[config.mk]
export PLATFORM = sky130hd
export DESIGN_NAME = caravel_reset_seq
export DESIGN_NICKNAME = d
export VERILOG_FILES = /design/src/rtl/caravel_reset_seq_pkg.sv /design/src/rtl/caravel_reset_seq_gapcnt.sv /design/src/rtl/caravel_reset_seq.sv
export SDC_FILE = /design/constraint.sdc
export NUM_CORES = 1
export LEC_CHECK = 0
export BUFFER_PORTS_ARGS = -buffer_cell sky130_fd_sc_hd__buf_2
export CAP_MARGIN = 20
export CORE_MARGIN = 1.5
export CORE_UTILIZATION = 45
export DETAILED_ROUTE_END_ITERATION = 10
export PLACE_DENSITY_LB_ADDON = 0.12
export SLEW_MARGIN = 20
export SYNTH_ARGS = -nofsm -noshare
export SYNTH_HDL_FRONTEND = slang
export SYNTH_SLANG_ARGS = --single-unit
[constraint.sdc]
create_clock -name ext_clk -period 2.7 [get_ports ext_clk]
set_input_delay 0.27 -clock ext_clk [delete_from_list [all_inputs] [get_ports ext_clk]]
set_output_delay 0.27 -clock ext_clk [all_outputs]
set_load 0.005 [all_outputs]
[src/rtl/caravel_reset_seq_pkg.sv]
// caravel_reset_seq_pkg
// Shared types and defaults for the staged reset release sequencer.
//   seq_state_e    : FSM state encoding, also exported on seq_state
//   DEF_NUM_STAGES : default number of reset domains
//   DEF_CNT_W      : default gap counter width
package caravel_reset_seq_pkg;

    localparam int DEF_NUM_STAGES = 4;
    localparam int DEF_CNT_W      = 8;

    // Encodings are fixed because software/debug reads them through seq_state.
    typedef enum logic [2:0] {
        ST_RST       = 3'd0,
        ST_WAIT      = 3'd1,
        ST_DONE      = 3'd2,
        ST_SOFT_HOLD = 3'd3,
        ST_SOFT_ACK  = 3'd4
    } seq_state_e;

endpackage

[src/rtl/caravel_reset_seq_gapcnt.sv]
// caravel_reset_seq_gapcnt
// Loadable down-counter timing the gap between domain releases.
//   i_clk      : clock
//   i_rst_n    : async active-low reset (count clears to 0)
//   i_load     : load i_load_val (has priority over i_dec)
//   i_load_val : value to load
//   i_dec      : decrement by one, holds at zero
//   o_zero     : count is zero (decoded from the register only)
module caravel_reset_seq_gapcnt
    import caravel_reset_seq_pkg::*;
#(
    parameter int CNT_W = DEF_CNT_W
) (
    input  logic             i_clk,
    input  logic             i_rst_n,
    input  logic             i_load,
    input  logic [CNT_W-1:0] i_load_val,
    input  logic             i_dec,
    output logic             o_zero
);

    logic [CNT_W-1:0] r_cnt;

    always_ff @(posedge i_clk or negedge i_rst_n) begin
        if (!i_rst_n) begin
            r_cnt <= '0;
        end else if (i_load) begin
            r_cnt <= i_load_val;
        end else if (i_dec && (r_cnt != '0)) begin
            r_cnt <= r_cnt - 1'b1;
        end
    end

    assign o_zero = (r_cnt == '0);

endmodule

[src/rtl/caravel_reset_seq.sv]
// caravel_reset_seq
// Releases a vector of per-domain active-low resets one at a time, in index
// order, with a programmable gap. Optional soft reset (build macro
// RSTSEQ_SOFT_RST_EN) re-asserts a masked subset of domains and re-sequences
// them under a 4-phase req/ack handshake.
//   ext_clk       : system clock
//   resetb        : async active-low reset
//   stage_gap     : N gives N+1 cycles between releases (sampled per sequence)
//   soft_rst_req  : soft reset request, level
//   soft_rst_mask : domains affected by the soft reset
//   soft_rst_ack  : soft reset complete, level (tied 0 without the macro)
//   rst_n_out     : per-domain active-low resets
//   seq_done      : all domains released, nothing in progress
//   seq_state     : current FSM state
//
// state     | meaning
// ----------+----------------------------------------------------------
// RST       | held in reset; leaves on first clock with resetb high
// WAIT      | counting gaps, releasing one index per expired gap
// DONE      | all domains released, idle
// SOFT_HOLD | masked domains asserted, waiting one gap before re-release
// SOFT_ACK  | soft sequence finished, ack held until req drops
module caravel_reset_seq
    import caravel_reset_seq_pkg::*;
#(
    parameter int NUM_STAGES = DEF_NUM_STAGES,
    parameter int CNT_W      = DEF_CNT_W
) (
    input  logic                  ext_clk,
    input  logic                  resetb,
    input  logic [CNT_W-1:0]      stage_gap,
    input  logic                  soft_rst_req,
    input  logic [NUM_STAGES-1:0] soft_rst_mask,
    output logic                  soft_rst_ack,
    output logic [NUM_STAGES-1:0] rst_n_out,
    output logic                  seq_done,
    output logic [2:0]            seq_state
);

    localparam int IDX_W = (NUM_STAGES > 1) ? $clog2(NUM_STAGES) : 1;
    localparam logic [IDX_W-1:0] LAST_IDX = IDX_W'(NUM_STAGES - 1);

    seq_state_e            r_state;
    seq_state_e            w_state_nxt;
    logic [IDX_W-1:0]      r_idx;
    logic [IDX_W-1:0]      w_idx_nxt;
    logic [CNT_W-1:0]      r_gap_q;
    logic [CNT_W-1:0]      w_gap_nxt;
    logic [NUM_STAGES-1:0] r_rst_n;
    logic [NUM_STAGES-1:0] w_rst_n_nxt;
    logic                  r_seq_done;
    logic                  w_done_nxt;
    logic [NUM_STAGES-1:0] w_rel_set;

    logic                  w_cnt_load;
    logic [CNT_W-1:0]      w_cnt_load_val;
    logic                  w_cnt_dec;
    logic                  w_cnt_zero;

`ifdef RSTSEQ_SOFT_RST_EN
    logic [NUM_STAGES-1:0] r_mask_q;
    logic [NUM_STAGES-1:0] w_mask_nxt;
    logic [NUM_STAGES-1:0] r_rel_set;
    logic [NUM_STAGES-1:0] w_rel_nxt;
    logic                  r_soft_seq;
    logic                  w_soft_nxt;
    logic                  r_ack;
    logic                  w_ack_nxt;

    assign w_rel_set = r_rel_set;
`else
    logic w_unused_soft;

    // Without soft reset every sequence releases every domain.
    assign w_rel_set     = '1;
    assign w_unused_soft = ^{soft_rst_req, soft_rst_mask};
`endif

    caravel_reset_seq_gapcnt #(
        .CNT_W (CNT_W)
    ) u_gapcnt (
        .i_clk      (ext_clk),
        .i_rst_n    (resetb),
        .i_load     (w_cnt_load),
        .i_load_val (w_cnt_load_val),
        .i_dec      (w_cnt_dec),
        .o_zero     (w_cnt_zero)
    );

    always_comb begin
        w_state_nxt    = r_state;
        w_idx_nxt      = r_idx;
        w_gap_nxt      = r_gap_q;
        w_rst_n_nxt    = r_rst_n;
        w_cnt_load     = 1'b0;
        w_cnt_load_val = r_gap_q;
        w_cnt_dec      = 1'b0;
`ifdef RSTSEQ_SOFT_RST_EN
        w_mask_nxt     = r_mask_q;
        w_rel_nxt      = r_rel_set;
        w_soft_nxt     = r_soft_seq;
`endif
        case (r_state)
            ST_RST: begin
                w_state_nxt    = ST_WAIT;
                w_gap_nxt      = stage_gap;
                w_cnt_load     = 1'b1;
                w_cnt_load_val = stage_gap;
                w_idx_nxt      = '0;
                w_rst_n_nxt    = '0;
`ifdef RSTSEQ_SOFT_RST_EN
                w_rel_nxt      = '1;
                w_soft_nxt     = 1'b0;
`endif
            end
            ST_WAIT: begin
                if (w_cnt_zero) begin
                    // Skipped indices still consume their gap slot.
                    if (w_rel_set[r_idx]) begin
                        w_rst_n_nxt[r_idx] = 1'b1;
                    end
                    if (r_idx == LAST_IDX) begin
`ifdef RSTSEQ_SOFT_RST_EN
                        w_state_nxt = r_soft_seq ? ST_SOFT_ACK : ST_DONE;
`else
                        w_state_nxt = ST_DONE;
`endif
                    end else begin
                        w_idx_nxt  = r_idx + 1'b1;
                        w_cnt_load = 1'b1;
                    end
                end else begin
                    w_cnt_dec = 1'b1;
                end
            end
            ST_DONE: begin
`ifdef RSTSEQ_SOFT_RST_EN
                if (soft_rst_req) begin
                    w_state_nxt    = ST_SOFT_HOLD;
                    w_mask_nxt     = soft_rst_mask;
                    w_gap_nxt      = stage_gap;
                    w_cnt_load     = 1'b1;
                    w_cnt_load_val = stage_gap;
                    w_rst_n_nxt    = r_rst_n & ~soft_rst_mask;
                end
`endif
            end
`ifdef RSTSEQ_SOFT_RST_EN
            ST_SOFT_HOLD: begin
                if (w_cnt_zero) begin
                    w_state_nxt = ST_WAIT;
                    w_idx_nxt   = '0;
                    w_rel_nxt   = r_mask_q;
                    w_soft_nxt  = 1'b1;
                    w_cnt_load  = 1'b1;
                end else begin
                    w_cnt_dec = 1'b1;
                end
            end
            ST_SOFT_ACK: begin
                if (!soft_rst_req) begin
                    w_state_nxt = ST_DONE;
                    w_soft_nxt  = 1'b0;
                end
            end
`endif
            default: begin
                w_state_nxt = ST_RST;
            end
        endcase
    end

    // Status flags are registered from the next state so they change on the
    // same edge as the state itself.
    assign w_done_nxt = (w_state_nxt == ST_DONE) || (w_state_nxt == ST_SOFT_ACK);

    always_ff @(posedge ext_clk or negedge resetb) begin
        if (!resetb) begin
            r_state    <= ST_RST;
            r_idx      <= '0;
            r_gap_q    <= '0;
            r_rst_n    <= '0;
            r_seq_done <= 1'b0;
        end else begin
            r_state    <= w_state_nxt;
            r_idx      <= w_idx_nxt;
            r_gap_q    <= w_gap_nxt;
            r_rst_n    <= w_rst_n_nxt;
            r_seq_done <= w_done_nxt;
        end
    end

`ifdef RSTSEQ_SOFT_RST_EN
    assign w_ack_nxt = (w_state_nxt == ST_SOFT_ACK);

    always_ff @(posedge ext_clk or negedge resetb) begin
        if (!resetb) begin
            r_mask_q   <= '0;
            r_rel_set  <= '1;
            r_soft_seq <= 1'b0;
            r_ack      <= 1'b0;
        end else begin
            r_mask_q   <= w_mask_nxt;
            r_rel_set  <= w_rel_nxt;
            r_soft_seq <= w_soft_nxt;
            r_ack      <= w_ack_nxt;
        end
    end

    assign soft_rst_ack = r_ack;
`else
    assign soft_rst_ack = 1'b0;
`endif

    assign rst_n_out = r_rst_n;
    assign seq_done  = r_seq_done;
    assign seq_state = r_state;

endmodule

# Word level (Yosys, flattened, before mapping)
# Index checks and enable logic that the tools add are counted.
[op_classes] n_lt_le_gt_ge=2 add_sub_neg=2 n_bitwise=1 eq_ne=8 n_mux=21 n_mul=0 shift=0 div=0 reduce_logical=10
[op_table] op="$mux W8" count=3
[op_table] op="$pmux W3 S3" count=1
[op_table] op="$logic_not A8 Y1" count=1
[op_table] op="$mux W4" count=2
[op_table] op="$pmux W4 S2" count=1
[op_table] op="$reduce_bool A8 Y1" count=1
[op_table] op="$sub A8 B1 Y8 const B" count=1
[op_table] op="$eq A3 B2 Y1 const B" count=2
[op_table] op="$mux W1" count=6
[op_table] op="$mux W3" count=2
[op_table] op="$reduce_and A3 Y1" count=2
[op_table] op="$mux W2" count=2
[op_table] op="$ne A2 B2 Y1 const B" count=2
[op_table] op="$or A4 B4 Y4" count=1
[op_table] op="$pmux W2 S2" count=1
[op_table] op="$reduce_bool A2 Y1" count=2
[op_table] op="$eq A3 B1 Y1 const B" count=1
[op_table] op="$eq A3 B3 Y1 const B" count=1
[op_table] op="$logic_not A3 Y1" count=1
[op_table] op="$lt A2 B3 Y1 const B" count=1
[op_table] op="$add A2 B1 Y2 const B" count=1
[op_table] op="$bmux W1 S2" count=1
[op_table] op="$demux W1 S2" count=1
[op_table] op="$eq A2 B2 Y1 const B" count=1
[op_table] op="other kinds (5)" count=6
[totals] rom_bits=0 regBits=26 elab_cells=50 output_inout_bits=9 latchBits=0 in_bits=15 n_memories=0 mem_bits_rw=0

# Depth between registers and ports, before layout
[logic_depth] ltp_word=8 depth_mapped=7 depth_no_buf=6

# Modules after synthesis
# From an unflattened synthesis, not the netlist that was laid out.
[unflattened] cells_unflattened=121 area_unflattened_um2=1358.8
[by_module_without_submodules] mod="caravel_reset_seq" area_per_inst_um2=830.8 cells_each=63 n_inst=1 seq_area_each_um2=450.4
[by_module_without_submodules] mod="caravel_reset_seq_gapcnt" area_per_inst_um2=528.0 cells_each=58 n_inst=1 seq_area_each_um2=200.2

# Worst setup path after synthesis
# No wires, ideal clock.
[synth_timing] path_kind="reg-to-reg" start="register r_idx[0]" end="register u_gapcnt.r_cnt[1]" arrival_ns=1.767 path_stages_with_launch=6 t_required_ns=2.577 setup_ns=0.123 path_slack_ns=0.810 path_buffers=0 period_less_slack_ns=1.890 path_cell_list="dfrtp_1 > ha_1 > or4b_1 > or4_1 > a31oi_1 > a21oi_1"
[synth_via] elab_chain_cells=5 word_cells_on_any_way=6 cone_classes="eq/ne (1); mux (4); reduce/logical (1)"
[synth_lines] element="from (decl)" line_no="caravel_reset_seq.sv:45" text="logic [IDX_W-1:0] r_idx;"
[synth_lines] element="from (signal assigned)" line_no="caravel_reset_seq.sv:186" text="r_idx <= w_idx_nxt;"
[synth_lines] element="$eq A2 B2 Y1 (*)" line_no="caravel_reset_seq.sv:122" text="if (r_idx == LAST_IDX) begin"
[synth_lines] element="$mux W1 (*)" line_no="caravel_reset_seq.sv:122"
[synth_lines] element="$mux W1 (*)" line_no="caravel_reset_seq.sv:117" text="if (w_cnt_zero) begin"
[synth_lines] element="$pmux W1 S2 (*)" line_no="caravel_reset_seq.sv:103" text="case (r_state)"
[synth_lines] element="$mux W8 or $reduce_bool A2 Y1 (tied branches)"
[synth_lines] element="to (signal assigned)" line_no="caravel_reset_seq_gapcnt.sv:28" text="r_cnt <= i_load_val;"
[synth_lines] element="to (signal assigned)" line_no="caravel_reset_seq_gapcnt.sv:30" text="r_cnt <= r_cnt - 1'b1;"
[synth_lines] element="to (decl)" line_no="caravel_reset_seq_gapcnt.sv:22" text="logic [CNT_W-1:0] r_cnt;"
# Mark *: on every way between the ends. The rest lies on a longest branch, timed or not.
# A chain may end at the register's enable or synchronous reset.

# Final worst setup path
[layout_timing] start="register u_gapcnt.r_cnt[0]" end="register u_gapcnt.r_cnt[4]"
[layout_via] elab_chain_cells=5 word_cells_on_any_way=11 cone_classes="add/sub (1); mux (6); reduce/logical (4)"
[layout_lines] element="branches (longest 5 deep; another with $sub A8 B1 Y8)"
# Several ways; the timed one is not identified. The select of a mux whose other input is x is not followed.

==> impl_metrics.json <==
{
  "status": "finished, final reports clean",
  "final_max_slew_viol_count": 0,
  "cts_tree": "yes",
  "grt_first_pass_wirelength_um": 5230,
  "vias_per_cell": 5.55,
  "io_pins": 24,
  "avgSynthCellArea_um2": 9.49,
  "holdPathStages": 3,
  "grt_setup_unrepaired": "false",
  "setup_tns_ns": 0,
  "netlist_instances": 149,
  "crit-reg2reg-launch": "u_gapcnt.r_cnt[0]$_DFFE_PN0P_",
  "rows": 20,
  "insertion_delay_ns": 0.33,
  "syn_to_final_growth_pct": 12.1,
  "drtIter0Drc": 33,
  "synth_ff_type": "dfrtp_1",
  "crit_start": "u_gapcnt.r_cnt[0]$_DFFE_PN0P_",
  "finalCriticalPeriod_ns": 2.36,
  "grt_pass1_vias": 1083,
  "ys_seq_area_frac": 0.460,
  "n_antenna_cell": 0,
  "ys_ff_latch": 26,
  "post_cts_buffers": 0,
  "grt_max_degree": 27,
  "vias": 1177,
  "port_buffers": 17,
  "r2r_cells": 6,
  "routedWlPerCell_um": 14.6,
  "hold_class": "in2reg",
  "core_um2": 3030,
  "synth_top_area_cell": "dfrtp_1",
  "die_x_um": 59.1,
  "setup_viol": 0,
  "wl_um": 3090,
  "antenna_found_initial": 0,
  "drive_gt1_frac": 0.185,
  "ir_worst_vdd_mv": 0.226,
  "first_pass_iters": 6,
  "cp-end-kind": "flop",
  "synthTopCellsByArea": "dfrtp_1 46%, nand2_1 6.1%, ha_1 5.3%",
  "leakage_nw": 0.712,
  "hpwl_um": 2190,
  "worst_pin_slew_ns": 0.762,
  "clkSinkCount": 26,
  "initial_core_util": 0.467,
  "dieArea_um2": 3490,
  "nNetsFinal": 190,
  "globalRouteOverflowTotal": 0,
  "grt_usage": 0.199,
  "arrival_ns": 2.57,
  "syn_area_um2": 1410,
  "yosys_warnings": 0,
  "path_max_fanout": 9,
  "synth-edff-count": 0,
  "final_area_um2": 1590,
  "maxCapViolations": 0,
  "finClkSkew_ns": 0.0118,
  "numCtsBuffers": 3,
  "hold_viol": 0,
  "powerDensity_nw_per_um2": 551,
  "antenna_left": 0,
  "placed_cell_area_um2": 1520,
  "max_slew_margin": 0.487,
  "worstSetupPathType": "reg2reg",
  "fin_crit_sh": 0.876,
  "synth.distinct_cells": 37,
  "h-tree-depth": 1,
  "drc": 0,
  "cts_root_buf": "clkbuf_4",
  "place_congestion": 0.858,
  "clk_path_buf_depth": 2,
  "required_ns": 2.90,
  "ys_async_sr_fraction": 1.00,
  "synth_top_area_share": 0.460,
  "start_kind": "flop",
  "path_clk_slew_ns": 0.15,
  "max_freq_mhz": 423,
  "die_h_um": 59.1,
  "critPathCapture": "u_gapcnt.r_cnt[4]$_DFFE_PN0P_",
  "r2r_end": "u_gapcnt.r_cnt[4]$_DFFE_PN0P_",
  "r2r_setup_slack_ns": 0.34
}
==> logic make-up (layout without fill, tap and decap cells) <==
| family | count (synthesis) | in the layout | share of synthesized area |
|---|---|---|---|
| other cells | 1 | 2 | 0.00265 |
| fa+ha+maj | 6 | 6 | 0.0531 |
| simple gates | 62 | 62 | 0.227 |
| flops | 26 | 26 | 0.460 |
| mux | 2 | 2 | 0.0159 |
| compound gates | 38 | 38 | 0.182 |
| buf+inv | 14 | 32 | 0.0593 |
==> layer usage <==
metal  wire length [um]  track usage  up-vias  share of wire
li1                   -            -      577              -
met1               1480        0.289      569           0.48
met3                103       0.0218        6          0.033
met5                  0            0        -              0
met4                 47       0.0682        0          0.015
met2               1460        0.311       25           0.47
==> critical path: stages, from the launching register on <==
cell and delay, ns:
dfrtp_1 0.45, inv_1 0.12, ha_1 0.21, nor4b_1 0.49, nand4b_1 0.51, o21ai_0 0.35, a2bb2oi_1 0.10
==> layout by cell type (no fill, tap or decap) <==
cell and instances:
a2bb2oi_1 4, nand3_1 3, nand4_1 2, bufinv_16 1
inv_1 7, or3_2 1, nand4b_1 1, dlygate4sd3_1 1
nand2b_1 1, nand2_1 23, a22o_1 1, nor4b_1 3
o221ai_1 3, a221o_1 1, a21oi_1 5, nor2b_1 1
or2_2 1, nor3_1 3, clkbuf_4 3, a22oi_1 2
nor2_1 12, or4b_1 2, or3b_2 1, dfrtp_1 26
mux2_2 2, a31oi_1 3, o21ai_0 12, a21boi_0 5
conb_1 2, ha_1 6, or4_1 1, buf_2 17
nor4_1 5, a41oi_1 1, a31oi_2 1, buf_4 3
or4_4 1, or3_1 1
==> stage by stage <==
step | setup WS, ns | power [mW] | hold WS (ns) | utilization | instances
after floorplan | 0.810 | 0.565 | -0.0256 | - | 150
after global placement | 0.450 | 0.602 | 0.297 | 0.503 | 207
after detailed placement | 0.443 | 0.605 | 0.317 | 0.503 | 207
after CTS | 0.420 | 0.879 | 0.125 | 0.524 | 212
after global routing | 0.124 | 0.919 | 0.136 | 0.524 | 212
final | 0.336 | 0.874 | 0.129 | 0.524 | 212
==> layout make-up <==
cell class	count	area, um^2
Timing Repair Buffer	21	118
Clock buffer	3	22.5
Sequential cell	26	651
Fill cell	292	1440
Inverter	7	26.3
Multi-Input combinational cell	110	683
Clock inverter	1	30.0
Tap cell	44	55.1
==> registers in the layout, summed over array words and instances (netlist names) <==
register	flops
r_idx	2
r_gap_q	8
seq_done	1
seq_state	3
rst_n_out	4
u_gapcnt.r_cnt	8
==> power by group <==
part / internal [mW] / switching (mW)
logic: 0.0566 / 0.0713
registers: 0.425 / 0.0459
clock network: 0.150 / 0.124
==> synthesized netlist by cell type (3+ instances only) <==
cell type	count
ha_1	6
nor4_1	5
clkbuf_1	3
nor4b_1	3
a21boi_0	5
nand3_1	3
inv_1	7
a31oi_1	3
nor2_1	12
o221ai_1	3
nand2_1	23
a21oi_1	5
nor3_1	3
o21ai_0	12
dfrtp_1	26
a2bb2oi_1	4
==> worst min path at each step <==
stage | startpoint | to | slack, ns
CTS | stage_gap[4] | r_gap_q[4]$_DFF_PN0_ | 0.13
floorplan | resetb | r_gap_q[0]$_DFF_PN0_ | -0.03
global route | stage_gap[5] | r_gap_q[5]$_DFF_PN0_ | 0.14
global placement | resetb | r_gap_q[7]$_DFF_PN0_ | 0.30
detailed placement | resetb | u_gapcnt.r_cnt[7]$_DFFE_PN0P_ | 0.32
finish | stage_gap[4] | r_gap_q[4]$_DFF_PN0_ | 0.13
==> what timing repair did <==
item | CTS | global route
hold endpoints to repair | 26 | 0
resized for setup | 0 | 0
hold buffers | 1 | 0
Note: power is estimated with default switching activity, not from simulation.
